### src/rtl/lsu_pkg.sv
`default_nettype none
// ============================================================================
//  Module      : lsu_pkg
//  Description : Shared encodings for the MEM-stage load/store unit:
//                funct3 size/sign codes and the access state machine.
//  Revision    : 1.0 - initial release
// ============================================================================
package lsu_pkg;

    // funct3 size/sign encodings (bit 2 set = zero-extend on load)
    localparam logic [2:0] LSU_B  = 3'b000;
    localparam logic [2:0] LSU_H  = 3'b001;
    localparam logic [2:0] LSU_W  = 3'b010;
    localparam logic [2:0] LSU_BU = 3'b100;
    localparam logic [2:0] LSU_HU = 3'b101;

    typedef enum logic [1:0] {
        ST_IDLE = 2'd0,
        ST_REQ  = 2'd1,
        ST_WAIT = 2'd2
    } lsu_state_e;

endpackage : lsu_pkg
`default_nettype wire

### src/rtl/lsu_align.sv
`default_nettype none
// ============================================================================
//  Module      : lsu_align
//  Description : Combinational lane logic for the load/store unit.
//                Store side: replicates store data into every lane of its
//                size and builds the byte enables. Load side: shifts the
//                addressed lane down and sign/zero extends it. Also flags
//                accesses that are not naturally aligned.
//  Ports       : funct3   - size/sign code
//                lane     - low address bits (byte offset inside the word)
//                st_data  - LSB-aligned store data
//                ld_word  - full aligned word returned by memory
//                st_wdata - store data replicated into byte lanes
//                st_be    - byte enables for the store
//                ld_data  - extracted and extended load data
//                misalign - access crosses its natural alignment
//  Revision    : 1.0 - initial release
// ============================================================================
module lsu_align
    import lsu_pkg::*;
#(
    parameter int XLEN = 32,
    localparam int c_be_w   = XLEN / 8,
    localparam int c_lane_w = $clog2(c_be_w)
)(
    input  logic [2:0]          funct3,
    input  logic [c_lane_w-1:0] lane,
    input  logic [XLEN-1:0]     st_data,
    input  logic [XLEN-1:0]     ld_word,
    output logic [XLEN-1:0]     st_wdata,
    output logic [c_be_w-1:0]   st_be,
    output logic [XLEN-1:0]     ld_data,
    output logic                misalign
);

    logic [XLEN-1:0] w_shifted;
    logic            w_sign;

    always_comb begin
        // Bring the addressed lane down to bit 0 before extending.
        w_shifted = ld_word >> {lane, 3'b000};
        st_wdata  = '0;
        st_be     = '0;
        ld_data   = '0;
        misalign  = 1'b0;
        w_sign    = 1'b0;
        case (funct3)
            LSU_B, LSU_BU: begin
                for (int i = 0; i < c_be_w; i++) begin
                    st_wdata[i*8 +: 8] = st_data[7:0];
                end
                st_be         = c_be_w'(1) << lane;
                w_sign        = (funct3 == LSU_B) & w_shifted[7];
                ld_data       = {XLEN{w_sign}};
                ld_data[7:0]  = w_shifted[7:0];
            end
            LSU_H, LSU_HU: begin
                for (int i = 0; i < c_be_w / 2; i++) begin
                    st_wdata[i*16 +: 16] = st_data[15:0];
                end
                st_be         = c_be_w'(3) << lane;
                w_sign        = (funct3 == LSU_H) & w_shifted[15];
                ld_data       = {XLEN{w_sign}};
                ld_data[15:0] = w_shifted[15:0];
                misalign      = lane[0];
            end
            default: begin
                // Word access; unlisted codes are treated as a word.
                for (int i = 0; i < c_be_w / 4; i++) begin
                    st_wdata[i*32 +: 32] = st_data[31:0];
                end
                st_be         = c_be_w'(4'hF) << lane;
                w_sign        = (funct3 == LSU_W) & w_shifted[31];
                ld_data       = {XLEN{w_sign}};
                ld_data[31:0] = w_shifted[31:0];
                misalign      = |lane[1:0];
            end
        endcase
    end

endmodule : lsu_align
`default_nettype wire

### src/rtl/mem_access_lsu.sv
`default_nettype none
// ============================================================================
//  Module      : mem_access_lsu
//  Description : MEM pipeline stage with a load/store unit. Issues aligned
//                requests on a valid/ready channel, waits for a variable
//                latency response, and registers the result into MEM/WB.
//                Upstream stages are held via 'stall' while an access is
//                outstanding. Misaligned accesses never reach memory; they
//                retire immediately with 'misalign' set and no reg write.
//  Ports       : clk, rst            - clock, synchronous active-high reset
//                ex_*                - EX/MEM pipeline register contents
//                stall               - hold EX/MEM and upstream
//                mem_req_*           - request channel to data memory
//                mem_rsp_*           - response channel from data memory
//                mem_*, misalign     - MEM/WB pipeline register contents
//  Revision    : 1.0 - initial release
// ============================================================================
module mem_access_lsu
    import lsu_pkg::*;
#(
    parameter int XLEN      = 32,
    parameter int ADDR_W    = 32,
    parameter bit STORE_ACK = 1'b0
)(
    input  logic                clk,
    input  logic                rst,
    input  logic                ex_valid,
    input  logic                ex_mem_read,
    input  logic                ex_mem_write,
    input  logic [2:0]          ex_funct3,
    input  logic [XLEN-1:0]     ex_alu_result,
    input  logic [XLEN-1:0]     ex_write_data,
    input  logic [4:0]          ex_rd,
    input  logic [XLEN-1:0]     ex_pc_plus4,
    input  logic                ex_reg_write,
    input  logic [1:0]          ex_result_src,
    output logic                stall,
    output logic                mem_req_valid,
    input  logic                mem_req_ready,
    output logic                mem_req_we,
    output logic [ADDR_W-1:0]   mem_req_addr,
    output logic [XLEN-1:0]     mem_req_wdata,
    output logic [XLEN/8-1:0]   mem_req_be,
    input  logic                mem_rsp_valid,
    input  logic [XLEN-1:0]     mem_rsp_rdata,
    output logic                mem_valid,
    output logic                mem_reg_write,
    output logic [1:0]          mem_result_src,
    output logic [XLEN-1:0]     mem_alu_result,
    output logic [XLEN-1:0]     mem_read_data,
    output logic [4:0]          mem_rd,
    output logic [XLEN-1:0]     mem_pc_plus4,
    output logic                misalign
);

    localparam int c_be_w   = XLEN / 8;
    localparam int c_lane_w = $clog2(c_be_w);

    lsu_state_e r_state;

    // Captured access (held stable for the whole request/response)
    logic [XLEN-1:0]   r_addr;
    logic [2:0]        r_funct3;
    logic              r_we;
    logic [XLEN-1:0]   r_wdata;
    logic [c_be_w-1:0] r_be;
    logic [4:0]        r_rd;
    logic [XLEN-1:0]   r_pc4;
    logic              r_reg_write;
    logic [1:0]        r_result_src;

    // MEM/WB register
    logic              r_mem_valid;
    logic              r_mem_reg_write;
    logic [1:0]        r_mem_result_src;
    logic [XLEN-1:0]   r_mem_alu_result;
    logic [XLEN-1:0]   r_mem_read_data;
    logic [4:0]        r_mem_rd;
    logic [XLEN-1:0]   r_mem_pc4;
    logic              r_misalign;

    logic                w_is_mem;
    logic                w_idle;
    logic                w_store_done;
    logic [2:0]          w_funct3;
    logic [c_lane_w-1:0] w_lane;
    logic [XLEN-1:0]     w_st_wdata;
    logic [c_be_w-1:0]   w_st_be;
    logic [XLEN-1:0]     w_ld_data;
    logic                w_misalign;
    logic [XLEN-1:0]     w_addr_aligned;

    assign w_is_mem = ex_mem_read | ex_mem_write;
    assign w_idle   = (r_state == ST_IDLE);

    // Fire-and-forget store completes on the request handshake itself.
    assign w_store_done = r_we & ~STORE_ACK & mem_req_ready;

    // In IDLE the aligner looks at the incoming instruction (store lanes,
    // misalign check); afterwards at the captured access (load extract).
    assign w_funct3 = w_idle ? ex_funct3 : r_funct3;
    assign w_lane   = w_idle ? ex_alu_result[c_lane_w-1:0] : r_addr[c_lane_w-1:0];

    lsu_align #(
        .XLEN (XLEN)
    ) u_align (
        .funct3   (w_funct3),
        .lane     (w_lane),
        .st_data  (ex_write_data),
        .ld_word  (mem_rsp_rdata),
        .st_wdata (w_st_wdata),
        .st_be    (w_st_be),
        .ld_data  (w_ld_data),
        .misalign (w_misalign)
    );

    always_comb begin
        stall = 1'b0;
        case (r_state)
            ST_IDLE: stall = ex_valid & w_is_mem & ~w_misalign;
            ST_REQ:  stall = ~w_store_done;
            ST_WAIT: stall = ~mem_rsp_valid;
            default: stall = 1'b0;
        endcase
    end

    always_ff @(posedge clk) begin
        if (rst) begin
            r_state          <= ST_IDLE;
            r_addr           <= '0;
            r_funct3         <= '0;
            r_we             <= 1'b0;
            r_wdata          <= '0;
            r_be             <= '0;
            r_rd             <= '0;
            r_pc4            <= '0;
            r_reg_write      <= 1'b0;
            r_result_src     <= '0;
            r_mem_valid      <= 1'b0;
            r_mem_reg_write  <= 1'b0;
            r_mem_result_src <= '0;
            r_mem_alu_result <= '0;
            r_mem_read_data  <= '0;
            r_mem_rd         <= '0;
            r_mem_pc4        <= '0;
            r_misalign       <= 1'b0;
        end else begin
            // Bubble into WB unless a result retires this cycle.
            r_mem_valid <= 1'b0;
            r_misalign  <= 1'b0;
            case (r_state)
                ST_IDLE: begin
                    if (ex_valid) begin
                        if (w_is_mem && !w_misalign) begin
                            r_addr       <= ex_alu_result;
                            r_funct3     <= ex_funct3;
                            r_we         <= ex_mem_write;
                            r_wdata      <= w_st_wdata;
                            r_be         <= ex_mem_write ? w_st_be : '1;
                            r_rd         <= ex_rd;
                            r_pc4        <= ex_pc_plus4;
                            r_reg_write  <= ex_reg_write;
                            r_result_src <= ex_result_src;
                            r_state      <= ST_REQ;
                        end else begin
                            // Non-memory op or misaligned access: straight through.
                            r_mem_valid      <= 1'b1;
                            r_misalign       <= w_is_mem;
                            r_mem_reg_write  <= ex_reg_write & ~w_is_mem;
                            r_mem_result_src <= ex_result_src;
                            r_mem_alu_result <= ex_alu_result;
                            r_mem_read_data  <= '0;
                            r_mem_rd         <= ex_rd;
                            r_mem_pc4        <= ex_pc_plus4;
                        end
                    end
                end
                ST_REQ: begin
                    if (mem_req_ready) begin
                        if (w_store_done) begin
                            r_state          <= ST_IDLE;
                            r_mem_valid      <= 1'b1;
                            r_mem_reg_write  <= r_reg_write;
                            r_mem_result_src <= r_result_src;
                            r_mem_alu_result <= r_addr;
                            r_mem_read_data  <= '0;
                            r_mem_rd         <= r_rd;
                            r_mem_pc4        <= r_pc4;
                        end else begin
                            r_state <= ST_WAIT;
                        end
                    end
                end
                ST_WAIT: begin
                    if (mem_rsp_valid) begin
                        r_state          <= ST_IDLE;
                        r_mem_valid      <= 1'b1;
                        r_mem_reg_write  <= r_reg_write;
                        r_mem_result_src <= r_result_src;
                        r_mem_alu_result <= r_addr;
                        r_mem_read_data  <= r_we ? '0 : w_ld_data;
                        r_mem_rd         <= r_rd;
                        r_mem_pc4        <= r_pc4;
                    end
                end
                default: r_state <= ST_IDLE;
            endcase
        end
    end

    assign w_addr_aligned = r_addr & ~XLEN'(c_be_w - 1);

    assign mem_req_valid  = (r_state == ST_REQ);
    assign mem_req_we     = r_we;
    assign mem_req_addr   = w_addr_aligned[ADDR_W-1:0];
    assign mem_req_wdata  = r_wdata;
    assign mem_req_be     = r_be;

    assign mem_valid      = r_mem_valid;
    assign mem_reg_write  = r_mem_reg_write;
    assign mem_result_src = r_mem_result_src;
    assign mem_alu_result = r_mem_alu_result;
    assign mem_read_data  = r_mem_read_data;
    assign mem_rd         = r_mem_rd;
    assign mem_pc_plus4   = r_mem_pc4;
    assign misalign       = r_misalign;

endmodule : mem_access_lsu
`default_nettype wire
### config.mk
export PLATFORM = sky130hd
export DESIGN_NAME = mem_access_lsu
export DESIGN_NICKNAME = d
export VERILOG_FILES = /design/src/rtl/lsu_pkg.sv /design/src/rtl/lsu_align.sv /design/src/rtl/mem_access_lsu.sv
export SDC_FILE = /design/constraint.sdc
export NUM_CORES = 1
export LEC_CHECK = 0
export BUFFER_PORTS_ARGS = -buffer_cell sky130_fd_sc_hd__buf_2
export CAP_MARGIN = 30
export CORE_MARGIN = 2
export CORE_UTILIZATION = 46
export DETAILED_ROUTE_END_ITERATION = 6
export GPL_TIMING_DRIVEN = 0
export PLACE_DENSITY_LB_ADDON = 0.2
export SYNTH_ARGS = -nofsm -noshare
export SYNTH_HDL_FRONTEND = slang
export SYNTH_SLANG_ARGS = --single-unit
export TNS_END_PERCENT = 5
### constraint.sdc
create_clock -name clk -period 2.6 [get_ports clk]
set_clock_uncertainty 0.2 [all_clocks]
set_input_delay 0.39 -clock clk [delete_from_list [all_inputs] [get_ports clk]]
set_output_delay 0.39 -clock clk [all_outputs]
set_load 0.02 [all_outputs]
==> results by stage <==
Status:
- The flow ran to the end, but the final reports show violations.
- The final reports fail on negative hold slack, negative setup slack.

Power and ir drop:
- Per report_power, the combinational group accounts for 46.4% of the total.
- Overall power consumption after layout is estimated at 0.01613 W.
- The worst supply voltage drop on vdd is 0.6502 mV.
- The power density normalized to cell area is 1180 nW/um2.
- The cell-internal power is 0.009577 W.
- The net switching component of the power is 0.006550 W.
- In this run the static leakage power is 5.951 nW.
- The switching share of total power is 40.62%.
- The sequential share of power is 29.6%.
- The part of the power in the clock network is 24.0%.

Route:
- In the routed design, unresolved DRC markers number 0.
- For this run, the detailed router's first-pass iteration total came to 5.
- Summed over all layers, the routed wires come to 31640 um.
- In the final routed layout, each cell accounts on average for 16.94 um.
- The number of antenna-violating nets in the routed design is 0.
- The mean number of vias per cell is 5.306.
- The total number of vias is 9912.
- After the first detailed-routing iteration, the DRC count stood at 515.

Final layout:
- The area taken by multi-input logic gates is 4493 um2.
- The final layout contains 1726 nets.
- The area overhead of the layout relative to synthesis is 43.17%.
- The filler cell count is 1708.
- For this run, the number of standard cells in the final layout without fillers is 1868.
- Once layout is done, the placed cells without fillers occupy 13670 um2.
- Cells with a size suffix above 1 make up 30.22% of the layout.
- Across the whole layout, storage elements account for 4412 um2.
- For this run, the share of the core covered by cells in the final layout is 67.33%.

Timing:
- In this run the tightest slew margin relative to its limit is 47.59%.
- The tightest hold path in the finished design has a slack of -0.02651 ns.
- Setup repair after global routing could not meet its margin everywhere.
- The timing-limited maximum frequency is 335.3 MHz.
- In the final timing run, aggregate negative setup slack is -0.4748 ns.
- The number of hold violations in the final report came to 5.
- The shortest clock period the worst path allows after layout is 2.983 ns.
- Setup violations remaining at the end of the flow were counted as 7.
- The setup slack of the critical path after layout is -0.3825 ns.
- The final critical path takes up 114.7% of the cycle.
- The final-report max-slew violation count was 0.
- The pin slew with the least headroom to its limit is 0.7861 ns.

Setup path:
- By startpoint and endpoint, the worst setup path is classified as reg -> out.
- The maximum fanout encountered on the critical timing path is 4.
- STA classifies the critical path endpoint as an output port.
- The worst setup path is launched from a flip-flop.
- The data arrival time at the worst-slack endpoint is 2.39 ns.
- At the worst endpoint, the required time is 2.01 ns.

Clock tree:
- The number of hold buffers added after CTS was 104.
- The number of buffers on the longest clock path is 3.
- At the later pin of the worst-skew pair, clock insertion delay measures 0.52 ns.
- The tree is rooted in a clkbuf_16.
- Clock-pin slew was measured on the worst setup and hold paths at 0.06 ns.
- The number of clock buffers added by TritonCTS is 25.
- The CTS tree is done.
- The sink count of the clock tree is 220.
- CTS built an H-tree with a depth of 1.

Flow run:
- The max-cap check violation count is 0.

Global route:
- The total overflow left after global routing is 0.
- Entering global routing, the biggest net connects 14 pins.
- The wire length of the first global-routing pass is 48970 um.
- The via count of the first global-routing pass came to 9524.
- Global routing used 27.49% of the available tracks across all layers.
- The initial antenna violation count is 3.

Yosys:
- The number of distinct library cell variants in the gate-level netlist after synthesis is 48.
- In the post-synthesis netlist, the biggest area contributors are dfxtp_1 46%, nand2_1 9.9%, mux2i_1 7.9%, a211oi_1 6.4%, nor2_1 4.8%.
- The most frequent cell after synthesis is nand2_1.
- Of the synthesized area, sequential elements account for 46.13%.
- The mean instance size in the synthesized netlist is 8.539 um2.
- The post-synthesis instance area is 9547 um2.
- By count the netlist is led by 253 x nand2_1, 220 x dfxtp_1, 122 x nor2_1, 88 x a21oi_1, 81 x a211oi_1.
- After technology mapping, the gate count stands at 1118.
- In the synthesized netlist the async set-or-reset flop fraction comes to 0%.
- The leading register cell type out of synthesis is dfxtp_1.
- The dominant cell type by area after synthesis is dfxtp_1.
- Yosys printed 0 warnings.
- The total of flip-flops plus latches after synthesis is 220.
- The top cell type by area accounts for 46.13% of the synthesized area.
- The number of flops mapped to enable cells by yosys is 0.

Floorplan:
- The core region is 20300 um2.
- The die extent in y is 148.1 um.
- In this run the count of I/O pins placed on the die edge is 323.
- The floorplan step set the die width to 148.1 um.
- The area enclosed by the die boundary is 21920 um2.
- The number of core rows is 52.
- The starting density of the core is 47.03%.

Placement:
- The number of buffers added on ports is 316.
- Routability-driven placement finished with a final weighted congestion of 0.9136.
- After detailed placement, the design holds a cell count of 1706.
- In this run the cell area measured after placement is 11490 um2.
- The wire-length estimate of the detail-placed layout is 22230 um.

Hold path:
- The class of the worst hold path is in -> reg.
==> metal layers <==
metal  vias up  global-route usage, %  share of wire [%]
li1       4818                      -                  -
met1      4596                  36.04                 42
met2       436                  45.60                 47
met3        62                  4.939                8.0
met4         0                  9.952                3.2
met5         -                      0                  0
==> stage by stage <==
| step | hold WS [ns] | worst slack, ns |
|---|---|---|
| floorplan | 0.2360 | 0.02566 |
| global placement | 0.2378 | -0.4982 |
| detailed placement | 0.2419 | -0.5254 |
| CTS | -0.04279 | -0.3940 |
| global route | -0.02669 | -0.5010 |
| finish | -0.02651 | -0.3825 |
==> worst max-delay path: stages, from the launching register on <==
cell and delay, ns:
dfxtp_4 0.35, inv_4 0.06, ha_4 0.16, buf_8 0.12, mux2i_4 0.23, o211ai_1 0.19
a211o_1 0.36, clkbuf_8 0.16, a21oi_4 0.11, buf_6 0.14
==> final timing paths <==
check	from	end	slack (ns)	depth (start not counted)
worst min-delay path	ex_mem_write	mem_req_be[0]$_SDFFE_PP0P_	-0.03	2
worst max-delay path	r_state[1]$_SDFFE_PP0P_	stall	-0.38	9
worst min register to register	mem_read_data[10]$_SDFFE_PP0P_	mem_read_data[10]$_SDFFE_PP0P_	0.25	2
worst max register to register	r_state[1]$_SDFFE_PP0P_	mem_alu_result[27]$_SDFFE_PP0P_	-0.04	9
==> power by group through the flow <==
stage	Combinational, W	Sequential, W	Clock (W)
floorplan	0.00404	0.00564	0
global placement	0.00694	0.00479	0
detailed placement	0.00703	0.00483	0
CTS	0.00738	0.00477	0.00390
global route	0.00810	0.00489	0.00406
finish	0.00748	0.00478	0.00386
==> sequential cells by signal, indices dropped and copies added (netlist names), 3 cells and up <==
name,cells
mem_pc_plus4,32
mem_rd,5
r_pc4,32
r_rd,5
mem_read_data,32
mem_alu_result,32
mem_req_wdata,32
mem_req_be,4
r_addr,32
r_funct3,3
==> what timing repair did <==
| action | CTS | global route |
|---|---|---|
| hold endpoints to repair | 110 | 5 |
| buffers inserted | 10 | 0 |
| setup endpoints to repair | 217 | 207 |
| resized for setup | 28 | 40 |
| pin swaps | 4 | 0 |
==> kinds of logic after synthesis <==
kind of cell / share of synthesized area, %
buffers and inverters: 7.628
adder cells (fa/ha/maj): 0.5243
AND/OR/NAND/NOR: 16.04
AO/OA/AOI/OAI: 20.24
flip-flops: 46.13
other: 0.03928
multiplexers: 9.397
==> area by class of cell <==
type	count	share of cell area (%)
multi-input combinational	769	32.87
sequential	220	32.28
timing repair buffer	431	19.84
buffer	124	5.639
clock buffer	36	5.319
tap	270	2.472
clock inverter	10	1.355
inverter	5	0.1739
antenna	3	0.05492
==> cell usage in the layout (no fill, tap or decap), types with 18 or more instances in the layout <==
cell	count
nor2_1	121
a311oi_1	21
mux2i_1	74
nand2_1	251
clkbuf_16	25
clkbuf_1	47
a211oi_1	81
a21oi_1	83
dlygate4sd3_1	104
dfxtp_1	218
buf_4	50
o21ai_1	18
buf_2	325
No activity file was read; power rests on OpenSTA's default activity.
